File: config.mk
export PLATFORM = sky130hd
export DESIGN_NAME = div_unit
export DESIGN_NICKNAME = d
export VERILOG_FILES = /design/src/rtl/div_unit.sv
export SDC_FILE = /design/constraint.sdc
export NUM_CORES = 1
export LEC_CHECK = 0
export BUFFER_PORTS_ARGS = -buffer_cell sky130_fd_sc_hd__buf_2
export CORE_MARGIN = 2
export CORE_UTILIZATION = 54
export DETAILED_ROUTE_END_ITERATION = 16
export GPL_TIMING_DRIVEN = 0
export HOLD_SLACK_MARGIN = 0.08
export PLACE_DENSITY = 0.78
export SLEW_MARGIN = 20
export SYNTH_ARGS = -nofsm -noshare
export SYNTH_HDL_FRONTEND = slang
export SYNTH_SLANG_ARGS = --single-unit
File: constraint.sdc
create_clock -name clk -period 3.2 [get_ports clk]
set_input_delay 0 -clock clk [delete_from_list [all_inputs] [get_ports clk]]
set_output_delay 0 -clock clk [all_outputs]
set_load 0.05 [all_outputs]
File: src/rtl/div_unit.sv
// div_unit: multi-cycle 32-bit radix-2 restoring divider for DIV/DIVU.
// Ports: clk, rst (sync, active-high), signed_div_i, opdata1_i (dividend),
//        opdata2_i (divisor), start_i, annul_i -> result_o {rem, quot}, ready_o.
module div_unit (
    input  logic        clk,
    input  logic        rst,
    input  logic        signed_div_i,
    input  logic [31:0] opdata1_i,
    input  logic [31:0] opdata2_i,
    input  logic        start_i,
    input  logic        annul_i,
    output logic [63:0] result_o,
    output logic        ready_o
);

    typedef enum logic [1:0] {
        ST_FREE,
        ST_BYZERO,
        ST_ON,
        ST_END
    } state_t;

    state_t      state;
    logic [5:0]  cnt;
    logic [64:0] dividend;
    logic [31:0] divisor;
    logic        sign1;
    logic        sign2;

    logic        neg1;
    logic        neg2;
    logic [31:0] abs1;
    logic [31:0] abs2;
    logic [32:0] diff;
    logic [31:0] quot;
    logic [31:0] rem;

    // Magnitudes are only consumed in FREE, when the operands are latched.
    assign neg1 = signed_div_i & opdata1_i[31];
    assign neg2 = signed_div_i & opdata2_i[31];
    assign abs1 = neg1 ? (~opdata1_i + 32'd1) : opdata1_i;
    assign abs2 = neg2 ? (~opdata2_i + 32'd1) : opdata2_i;

    // Trial subtraction of the divisor from the partial remainder.
    assign diff = {1'b0, dividend[63:32]} - {1'b0, divisor};

    // Quotient sign follows the operand signs; remainder follows the dividend.
    assign quot = (sign1 ^ sign2) ? (~dividend[31:0] + 32'd1)
                                  : dividend[31:0];
    assign rem  = sign1 ? (~dividend[64:33] + 32'd1)
                        : dividend[64:33];

    always_ff @(posedge clk) begin
        if (rst) begin
            state    <= ST_FREE;
            cnt      <= 6'd0;
            dividend <= 65'd0;
            divisor  <= 32'd0;
            sign1    <= 1'b0;
            sign2    <= 1'b0;
            ready_o  <= 1'b0;
            result_o <= 64'd0;
        end else begin
            unique case (state)
                ST_FREE: begin
                    if (start_i && !annul_i) begin
                        sign1    <= neg1;
                        sign2    <= neg2;
                        cnt      <= 6'd0;
                        dividend <= {32'd0, abs1, 1'b0};
                        divisor  <= abs2;
                        if (opdata2_i == 32'd0) begin
                            state <= ST_BYZERO;
                        end else begin
                            state <= ST_ON;
                        end
                    end
                end
                ST_BYZERO: begin
                    if (annul_i) begin
                        state    <= ST_FREE;
                        cnt      <= 6'd0;
                        ready_o  <= 1'b0;
                        result_o <= 64'd0;
                    end else begin
                        state    <= ST_END;
                        ready_o  <= 1'b1;
                        result_o <= 64'd0;
                    end
                end
                ST_ON: begin
                    if (annul_i) begin
                        state    <= ST_FREE;
                        cnt      <= 6'd0;
                        ready_o  <= 1'b0;
                        result_o <= 64'd0;
                    end else if (cnt != 6'd32) begin
                        if (diff[32]) begin
                            dividend <= {dividend[63:0], 1'b0};
                        end else begin
                            dividend <= {diff[31:0], dividend[31:0], 1'b1};
                        end
                        cnt <= cnt + 6'd1;
                    end else begin
                        state    <= ST_END;
                        cnt      <= 6'd0;
                        ready_o  <= 1'b1;
                        result_o <= {rem, quot};
                    end
                end
                ST_END: begin
                    // Annul is ignored here; EX releases the result by
                    // dropping start.
                    if (!start_i) begin
                        state    <= ST_FREE;
                        ready_o  <= 1'b0;
                        result_o <= 64'd0;
                    end
                end
                default: begin
                    state <= ST_FREE;
                end
            endcase
        end
    end

endmodule

==> results.py, run 1 <==
metrics = {
    "setup_path": {
        "worstPathArrival_ns": 3.51,
        "critical_path.max_fanout": 7,
        "path_cells": "inv_4 -> ha_4 -> fa_2 -> nand2b_4 -> a21o_1 -> a311o_1 -> a2111oi_4 -> o311a_1 -> o21ba_4 -> o22ai_4 -> buf_6 -> buf_4 -> mux2_2 -> o211ai_1",
        "cp_num_buf_inv": 3,
        "required_ns": 3.56,
        "worst_setup_path_end_kind": "flop",
        "crit_path_start_kind": "flop",
        "path_class": "reg -> reg",
        "worst-path-stages": 14,
        "max_stage_delay_ns": 0.36,
        "critPathTopFamily": "compound AO/OA/AOI/OAI gates",
        "cp_slowest_cell": "a2111oi_4",
        "reg2regPathDepth": 14,
    },
    "yosys": {
        "ys_warn_count": 0,
        "avgSynthCellArea_um2": 7.62,
        "synthFlopType": "dfxtp_1",
        "async_flop_share": 0,
        "syn_area_mm2": 0.0108,
        "ys_ff_latch": 172,
        "synth_seq_area_share": 0.319,
        "synth_edf_count": 0,
        "synth_area_leaders": "dfxtp_1, nand2_1, xnor2_1",
        "synth_top_area_frac": 0.319,
        "syn_nets": 1531,
        "synth_cells": 1418,
        "synth.distinct_cells": 68,
        "yosysTopAreaCell": "dfxtp_1",
    },
    "sta": {
        "hold_slack_ns": 0.0826,
        "setup_viol": 0,
        "maxSlewHeadroom": 0.420,
        "period_share": 0.986,
        "hold_violations": 0,
        "fin_ws_ns": 0.0444,
        "fin_setup_tns_ns": 0,
        "max_freq_mhz": 317,
        "skew_ns": 0.00987,
        "finalMaxSlewViolations": 0,
        "fin_crit_ns": 3.16,
        "worst_slew_pin_slew_ns": 0.863,
    },
    "routing": {
        "dr.pass1.iters": 5,
        "viasPerCell": 5.81,
        "ant_nets": 0,
        "drc_errors": 0,
        "routed_wl_um": 32300,
        "routedWlPerCell_um": 16.8,
        "drt_iter0_drc": 1011,
        "num_vias": 11200,
    },
    "clock_tree": {
        "clkLatencyLatePin_ns": 0.44,
        "cts_made_buffers": 17,
        "cts_tree": "built",
        "cts_sinks": 172,
        "clk_pin_slew_ns": 0.07,
        "htree_levels": 4,
        "clockBufferDepth": 2,
        "ctsRootBufferMaster": "clkbuf_16",
    },
    "power_and_ir_drop": {
        "total_power_mw": 8.38,
        "p_leak_nw": 5.47,
        "powerDensity_mw_per_mm2": 626,
        "ir_worst_vdd_mv": 0.378,
    },
    "grt": {
        "grt_max_degree": 18,
        "grt_use_total": 0.298,
        "grt_pass1_vias": 10300,
        "grt_overflow": 0,
        "antenna_found_initial": 0,
        "grt_pass1_wl_um": 51900,
    },
    "run": {
        "maxCapViolCount": 0,
    },
    "die": {
        "io_pins": 134,
        "initial_core_util": 0.553,
        "rows": 51,
        "dieHeight_um": 145,
        "core_area_mm2": 0.0195,
        "die_x_um": 145,
        "dieArea_mm2": 0.0211,
    },
    "placed_design": {
        "dp_hpwl_um": 23700,
        "port_buffers": 133,
        "dp_slack_ns": -0.363,
        "gp_congestion": 0.909,
    },
    "hold_path": {
        "min_path_type": "in -> reg",
        "min_delay_path_depth": 5,
    },
    "cells_and_area": {
        "area_growth_pct": 24.0,
        "drive_above_1_share": 0.143,
        "fillers": 1625,
        "post-route-util": 0.686,
        "n_antenna_cell": 0,
        "fin_nets": 1760,
    },
    "outcome": {
        "status": "complete, no violations",
    },
}
## registers in the layout, summed over array words and instances, names as in the netlist
name and cells:
divisor 32, state 2, ready_o 1, cnt 6, dividend 65, result_o 64, sign1 1, sign2 1
## timing repair
action | CTS | global route
setup endpoints to repair | 33 | 70
setup buffers | 4 | 5
gates cloned | 1 | 0
endpoints found under the hold margin | 62 | 0
hold buffers | 69 | 0
pin swaps | 7 | 9
gates resized for setup | 29 | 28
## cells in the final DEF (no fill, tap or decap), drive strengths merged, types with 43 or more instances in the layout
master	instances
a21oi	106
xor2	72
o21ai	117
dlygate4sd3	68
nor3	48
xnor2	73
nor2	158
clkbuf	84
dfxtp	172
ha	43
buf	152
nand2	188
inv	64
## area by class of cell
class	count	area (um2)	area share
Clock buffer	17	425	0.0318
Buffer	75	305	0.0228
Multi-Input combinational cell	1111	6990	0.522
Sequential cell	172	3460	0.258
Inverter	58	220	0.0164
Clock inverter	15	231	0.0173
Timing Repair Buffer	212	1430	0.107
Tap cell	265	332	0.0248
## path summary, 6_finish.rpt
kind	to	slack, ns	startpoint
worst max-delay path	dividend[64]$_SDFFE_PP0P_	0.04	dividend[32]$_SDFFE_PP0P_
worst min-delay path	dividend[4]$_SDFFE_PP0P_	0.08	opdata1_i[3]
worst max register to register	dividend[64]$_SDFFE_PP0P_	0.04	dividend[32]$_SDFFE_PP0P_
worst min register to register	result_o[63]$_SDFFE_PP0P_	0.45	result_o[63]$_SDFFE_PP0P_
## where the power goes
| group | switching [mW] | internal, mW |
|---|---|---|
| Clock | 0.966 | 1.34 |
| Sequential | 0.258 | 2.35 |
| Combinational | 2.20 | 1.26 |
## cells by family (layout without fill, tap and decap cells)
| kind of cell | count (synthesis) | count (layout) | share of synthesized area |
|---|---|---|---|
| and+or+nand+nor | 502 | 502 | 0.211 |
| AOI/OAI and AO/OA | 395 | 395 | 0.230 |
| DFF | 172 | 172 | 0.319 |
| xor gates and xnor gates | 145 | 145 | 0.118 |
| buffers and inverters | 135 | 377 | 0.0474 |
| adders and majority gates | 44 | 44 | 0.0517 |
| muxes | 25 | 25 | 0.0235 |
## cells in the mapped netlist, drive strengths merged, types with 17 or more instances
cell,instances
xnor2,73
o21ai,117
ha,43
a211oi,32
inv,58
or3,17
a22oi,27
nor2,158
o31ai,24
mux2i,22
dfxtp,172
clkbuf,69
nor3,48
a21oi,106
xor2,72
nand2,188
## tightest hold or removal path, cell delays in order
cell	delay, ns
buf_2	0.13
xor2_1	0.15
o21ai_0	0.08
nand2_1	0.06
a21oi_1	0.06
## metal layers
layer  part of all wire  global-route usage  vias to the layer above
met5                  0                   0                        -
met3              0.086              0.0552                       61
met2               0.44               0.460                      511
met4              0.021              0.0897                        0
li1                   -                   -                     5466
met1               0.46               0.424                     5155
## through the flow
stage               instances  instance area [um2]
floorplan                1418                10800
global placement         1816                11800
detailed placement       1817                11800
CTS                      1922                13300
global route             1925                13400
finish                   1925                13400
(Power assumes the default switching activity.)
==> run 2, diff against run 1 <==
Settings changed: CORE_UTILIZATION 54 to 55, PLACE_DENSITY 0.78 to 0.76, RECOVER_POWER set to 25.
Clock period 3.2 ns to 3.83 ns, I/O delays scaled along.
==> results.py, run 2 (synthesis gave the netlist of run 1 again) <==
metrics = {
    "setup_path": {
        "timing.rr.end": "dividend[50]$_SDFFE_PP0P_",
        "path_class": "reg -> reg",
        "critical_path.max_fanout": 10,
        "r2r_slack_ns": 0.24,
        "crit_path_start_kind": "flop",
        "critPathLaunch": "dividend[33]$_SDFFE_PP0P_",
        "required_ns": 4.16,
        "worst_setup_path_end_kind": "flop",
        "timing.rr.start": "dividend[33]$_SDFFE_PP0P_",
        "reg2regPathDepth": 12,
        "worstPathArrival_ns": 3.92,
        "crit_end": "dividend[50]$_SDFFE_PP0P_",
    },
    "cells_and_area": {
        "final_cell_mix": "nand2_1, dfxtp_1, nor2_1",
        "fin_nets": 1752,
        "drive_above_1_share": 0.0799,
        "n_antenna_cell": 0,
        "top_regs": "dividend: 65 flops, result_o: 64 flops, divisor: 32 flops",
        "top_register": "dividend",
        "area_growth_pct": 20.6,
        "final_common_cell": "nand2_1",
        "largest_reg_flops": 65,
        "post-route-util": 0.674,
    },
    "power_and_ir_drop": {
        "powerDensity_mw_per_mm2": 517,
        "p_leak_nw": 5.10,
        "ir_worst_vdd_mv": 0.365,
        "total_power_mw": 6.73,
    },
    "placed_design": {
        "port_buffers": 133,
        "dp_hpwl_um": 23500,
        "gp_congestion": 0.931,
    },
    "sta": {
        "skew_ns": 0.0136,
        "rsz0062_at_grt": "no",
        "period_share": 0.938,
        "finalMaxSlewViolations": 0,
        "hold_violations": 0,
        "worst_slew_pin_slew_ns": 1.00,
        "fin_crit_ns": 3.59,
        "fin_setup_tns_ns": 0,
        "max_freq_mhz": 278,
        "maxSlewHeadroom": 0.327,
        "setup_viol": 0,
        "hold_slack_ns": 0.0904,
    },
    "clock_tree": {
        "cts_sinks": 172,
        "cts_made_buffers": 17,
        "ctsRootBufferMaster": "clkbuf_16",
        "postCtsSetupRepairBufs": 0,
        "htree_levels": 4,
        "clkLatencyLatePin_ns": 0.45,
        "cts_tree": "built",
        "clockBufferDepth": 2,
        "clk_pin_slew_ns": 0.07,
    },
    "grt": {
        "grt_use_total": 0.297,
        "grt_use_met3": 0.0520,
        "use_met1": 0.436,
        "grt_pass1_vias": 9754,
        "grt_pass1_wl_um": 49100,
        "globalRouteMet2Util": 0.439,
        "grt_busiest_layer": "met2",
        "grt_max_degree": 19,
        "grt_overflow": 0,
        "antenna_found_initial": 0,
    },
    "routing": {
        "dr.pass1.iters": 5,
        "viasPerCell": 5.71,
        "num_vias": 11000,
        "ant_nets": 0,
        "drc_errors": 0,
        "routed_wl_um": 31400,
        "drt_iter0_drc": 884,
        "routedWlPerCell_um": 16.4,
    },
    "die": {
        "rows": 51,
        "io_pins": 134,
        "dieArea_mm2": 0.0208,
        "core_area_mm2": 0.0193,
        "dieHeight_um": 144,
        "die_x_um": 144,
        "initial_core_util": 0.559,
    },
    "outcome": {
        "status": "complete, no violations",
    },
    "run": {
        "maxCapViolCount": 0,
    },
    "hold_path": {
        "min_path_type": "in -> reg",
    },
}
[run 2: where the power goes]
part / internal, mW / switching (mW) / leakage (nW)
sequential: 1.97 / 0.216 / 1.39
combinational: 0.991 / 1.77 / 3.41
clock: 0.935 / 0.852 / 0.294
total: 3.89 / 2.84 / 5.10
[run 2: final cells by class]
| class | instances | area, um2 |
|---|---|---|
| Buffer | 77 | 294 |
| Clock buffer | 17 | 425 |
| Clock inverter | 15 | 175 |
| Fill cell | 1690 | 6310 |
| Inverter | 58 | 218 |
| Multi-Input combinational cell | 1111 | 6850 |
| Sequential cell | 172 | 3440 |
| Tap cell | 265 | 332 |
| Timing Repair Buffer | 202 | 1280 |
[run 2: worst min path at each step]
stage / start / end / slack (ns) / cells past startpoint
final: opdata1_i[6] / dividend[7]$_SDFFE_PP0P_ / 0.09 / 5
after floorplan: opdata2_i[0] / divisor[0]$_SDFFE_PP0P_ / 0.14 / 2
after global routing: opdata1_i[6] / dividend[7]$_SDFFE_PP0P_ / 0.12 / 5
after detailed placement: opdata2_i[1] / divisor[1]$_SDFFE_PP0P_ / 0.30 / 3
after CTS: opdata1_i[30] / dividend[31]$_SDFFE_PP0P_ / 0.08 / 5
after global placement: opdata2_i[0] / divisor[0]$_SDFFE_PP0P_ / 0.29 / 3
[run 2: metrics by stage]
stage                     cell area [um2]  worst slack [ns]  cells
final                               13000             0.239   1917
after global routing                13000            0.0851   1917
after CTS                           13100             0.167   1917
after detailed placement            11800             0.215   1816
after global placement              11800             0.246   1816
after floorplan                     10800             0.727   1418
[run 2: critical path: stages (launching register included)]
cell,delay (ns)
dfxtp_1,0.42
inv_1,0.16
fa_1,0.48
nand2b_1,0.19
a21o_1,0.19
a311o_1,0.33
a2111oi_2,0.42
o311a_1,0.27
o21ba_2,0.16
o22ai_2,0.16
and2_0,0.22
clkbuf_1,0.15
a221o_1,0.33
[run 2: layer usage]
layer | up-vias | part of all wire
met1 | 5007 | 0.48
met4 | 0 | 0.022
li1 | 5447 | -
met3 | 62 | 0.084
met2 | 434 | 0.42
met5 | - | 0
[run 2: repair_timing]
action,4_1_cts,5_1_grt
endpoints found under the hold margin,61,0
hold buffers,69,0
gates resized for setup,0,1
setup endpoints to repair,0,7
==> run 3, diff against run 2 <==
--- a/config.mk
+++ b/config.mk
@@ -6,11 +6,12 @@
 export NUM_CORES = 1
 export LEC_CHECK = 0
+export ABC_AREA = 1
 export BUFFER_PORTS_ARGS = -buffer_cell sky130_fd_sc_hd__buf_2
 export CORE_MARGIN = 2
-export CORE_UTILIZATION = 55
+export CORE_UTILIZATION = 45
 export DETAILED_ROUTE_END_ITERATION = 16
 export GPL_TIMING_DRIVEN = 0
 export HOLD_SLACK_MARGIN = 0.08
-export PLACE_DENSITY = 0.76
+export PLACE_DENSITY = 0.64
 export RECOVER_POWER = 25
 export SLEW_MARGIN = 20
==> constraint.sdc (replaced) <==
create_clock -name clk -period 3.83 [get_ports clk]
set_input_delay 0 -clock clk [delete_from_list [all_inputs] [get_ports clk]]
set_output_delay 0 -clock clk [all_outputs]
set_load 0.1 [all_outputs]
==> results.py, run 3 <==
metrics = {
    "outcome": {
        "status": "complete, no violations",
    },
    "die": {
        "dieHeight_um": 174,
        "die_x_um": 174,
        "io_pins": 134,
        "initial_core_util": 0.456,
        "core_area_mm2": 0.0286,
        "rows": 62,
        "dieArea_mm2": 0.0304,
    },
    "setup_path": {
        "timing.rr.end": "divisor[31]$_SDFFE_PP0P_",
        "path_class": "reg -> reg",
        "crit_path_start_kind": "flop",
        "worstPathArrival_ns": 3.22,
        "critPathTopFamily": "buffers and inverters",
        "path_cells": "inv_1 -> ha_1 -> nand3_1 -> inv_2 -> clkbuf_1 -> clkbuf_1 -> nand3_1 -> dlygate4sd3_1 -> a21oi_1",
        "cp_slowest_cell": "dlygate4sd3_1",
        "max_stage_delay_ns": 0.59,
        "worst-path-stages": 9,
        "critical_path.max_fanout": 10,
        "reg2regPathDepth": 9,
        "timing.rr.start": "state[1]$_SDFFE_PP0P_",
        "r2r_slack_ns": 0.98,
        "cp_num_buf_inv": 5,
        "required_ns": 4.20,
        "worst_setup_path_end_kind": "flop",
    },
    "cells_and_area": {
        "final_common_cell": "nand2_1",
        "largest_reg_flops": 65,
        "fin_nets": 2539,
        "area_growth_pct": 17.4,
        "post-route-util": 0.535,
        "final_cell_mix": "nand2_1, inv_1, nand3_1",
        "finalInstanceArea_mm2": 0.0153,
        "drive_above_1_share": 0.0722,
        "top_register": "dividend",
        "stdcell_count": 2823,
        "top_regs": "dividend: 65 flops, result_o: 64 flops, divisor: 32 flops",
    },
    "routing": {
        "drc_errors": 0,
        "viasPerCell": 5.18,
        "ant_nets": 0,
        "drt_iter0_drc": 977,
        "num_vias": 14600,
        "routedWlPerCell_um": 16.0,
        "dr.pass1.iters": 7,
        "routed_wl_um": 45300,
    },
    "yosys": {
        "synth.distinct_cells": 48,
        "synth_common_cells": "nand2_1, inv_1, nand3_1, a21oi_1, nor2_1",
        "synth_cells": 2214,
        "synth_area_leaders": "dfxtp_1, nand2_1, inv_1",
        "synth_edf_count": 0,
        "synthFlopType": "dfxtp_1",
        "avgSynthCellArea_um2": 5.89,
        "syn_area_mm2": 0.0130,
        "yosysTopAreaCell": "dfxtp_1",
        "async_flop_share": 0,
        "yosysMostFrequentCell": "nand2_1",
        "synth_seq_area_share": 0.264,
        "syn_nets": 2327,
        "ys_ff_latch": 172,
        "ys_warn_count": 0,
        "synth_top_area_frac": 0.264,
    },
    "sta": {
        "fin_ws_ns": 0.980,
        "hold_violations": 0,
        "worst_slew_pin_slew_ns": 1.22,
        "skew_ns": 0.0124,
        "hold_slack_ns": 0.0847,
        "finalMaxSlewViolations": 0,
        "rsz0062_at_grt": "no",
        "fin_setup_tns_ns": 0,
        "fin_crit_ns": 2.85,
        "setup_viol": 0,
        "max_freq_mhz": 351,
        "period_share": 0.744,
        "maxSlewHeadroom": 0.189,
    },
    "power_and_ir_drop": {
        "p_seq_frac": 0.277,
        "total_power_mw": 7.99,
        "power.internal_mw": 4.17,
        "p_leak_nw": 7.64,
        "power.switching_mw": 3.81,
        "power_frac_comb": 0.499,
        "powerDensity_mw_per_mm2": 521,
        "clock_power_share": 0.224,
        "p_sw_frac": 0.477,
        "ir_worst_vdd_mv": 0.337,
    },
    "clock_tree": {
        "cts_sinks": 172,
        "clk_pin_slew_ns": 0.07,
        "postCtsSetupRepairBufs": 0,
        "cts-resized-gates": 0,
        "htree_levels": 4,
        "cts_made_buffers": 17,
        "clockBufferDepth": 2,
        "ctsRootBufferMaster": "clkbuf_16",
        "clkLatencyLatePin_ns": 0.45,
        "cts_tree": "built",
    },
    "run": {
        "maxCapViolCount": 0,
    },
    "grt": {
        "grt_pass1_wl_um": 71300,
        "grt_overflow": 0,
        "antenna_found_initial": 0,
        "grt_max_degree": 17,
        "grt_pass1_vias": 13900,
        "grt_use_total": 0.298,
    },
    "hold_path": {
        "min_from": "opdata1_i[9]",
        "hold_end": "dividend[10]$_SDFFE_PP0P_",
        "min_delay_path_depth": 6,
        "min_path_type": "in -> reg",
    },
    "placed_design": {
        "dp_hpwl_um": 36100,
        "dp_slack_ns": 1.32,
        "dp_cells": 2730,
        "port_buffers": 132,
        "gp_congestion": 0.930,
        "postPlaceCellArea_mm2": 0.0142,
    },
}
## run 3: cell types whose count changed in the layout (fill, tap and decap cells not counted), moves of 27 or more
cell,change
inv_1,+273
nand3_1,+198
a21oi_1,+84
xnor2_1,-56
a211oi_1,-30
nand2_1,+506
clkbuf_1,-31
a22oi_1,-27
nand4_1,+28
## run 3: worst max path at each step
stage	startpoint	endpoint
2_1_floorplan	dividend[32]$_SDFFE_PP0P_	dividend[53]$_SDFFE_PP0P_
3_3_place_gp	dividend[32]$_SDFFE_PP0P_	dividend[52]$_SDFFE_PP0P_
3_5_place_dp	dividend[32]$_SDFFE_PP0P_	dividend[52]$_SDFFE_PP0P_
4_1_cts	state[0]$_SDFFE_PP0P_	divisor[31]$_SDFFE_PP0P_
5_1_grt	state[0]$_SDFFE_PP0P_	divisor[31]$_SDFFE_PP0P_
6_report	state[1]$_SDFFE_PP0P_	divisor[31]$_SDFFE_PP0P_
## run 3: cell families after synthesis
kind of cell / Yosys count / share of synthesized area
AO/OA/AOI/OAI: 338 / 0.141
XOR/XNOR: 69 / 0.0463
adder cells (fa/ha/maj): 44 / 0.0428
buffers and inverters: 416 / 0.127
flip-flops: 172 / 0.264
AND/OR/NAND/NOR: 1175 / 0.379
## run 3: worst reg2reg max path, stage by stage (launching register included)
cell and delay (ns):
dfxtp_1 0.35, inv_1 0.09, ha_1 0.22, nand3_1 0.24, inv_2 0.16, clkbuf_1 0.39
clkbuf_1 0.41, nand3_1 0.17, dlygate4sd3_1 0.59, a21oi_1 0.15
## run 3: final cells by class
class	count	area [um2]
Buffer	76	373
Sequential cell	172	3440
Clock buffer	18	439
Tap cell	384	480
Fill cell	3011	13300
Timing Repair Buffer	193	1200
Inverter	340	1280
Multi-Input combinational cell	1626	7950
Clock inverter	13	155
Antenna cell	1	2.50
## run 3: repair_timing
item | CTS | global route
hold buffers | 61 | 0
hold endpoints to repair | 61 | 0
setup endpoints to repair | 0 | 0
## run 3: power groups by stage
stage          clock [mW]  sequential, mW  combinational, mW
2_1_floorplan           0            2.36               2.67
3_3_place_gp            0            2.24               3.86
3_5_place_dp            0            2.25               3.89
4_1_cts              1.81            2.21               3.96
5_1_grt              1.89            2.24               4.43
6_report             1.79            2.22               3.98
## run 3: metal layers
layer | global-route usage | wire length (um)
met4 | 0.172 | 2580
met5 | 0 | 0
met3 | 0.0407 | 2430
met2 | 0.495 | 20700
met1 | 0.369 | 19600
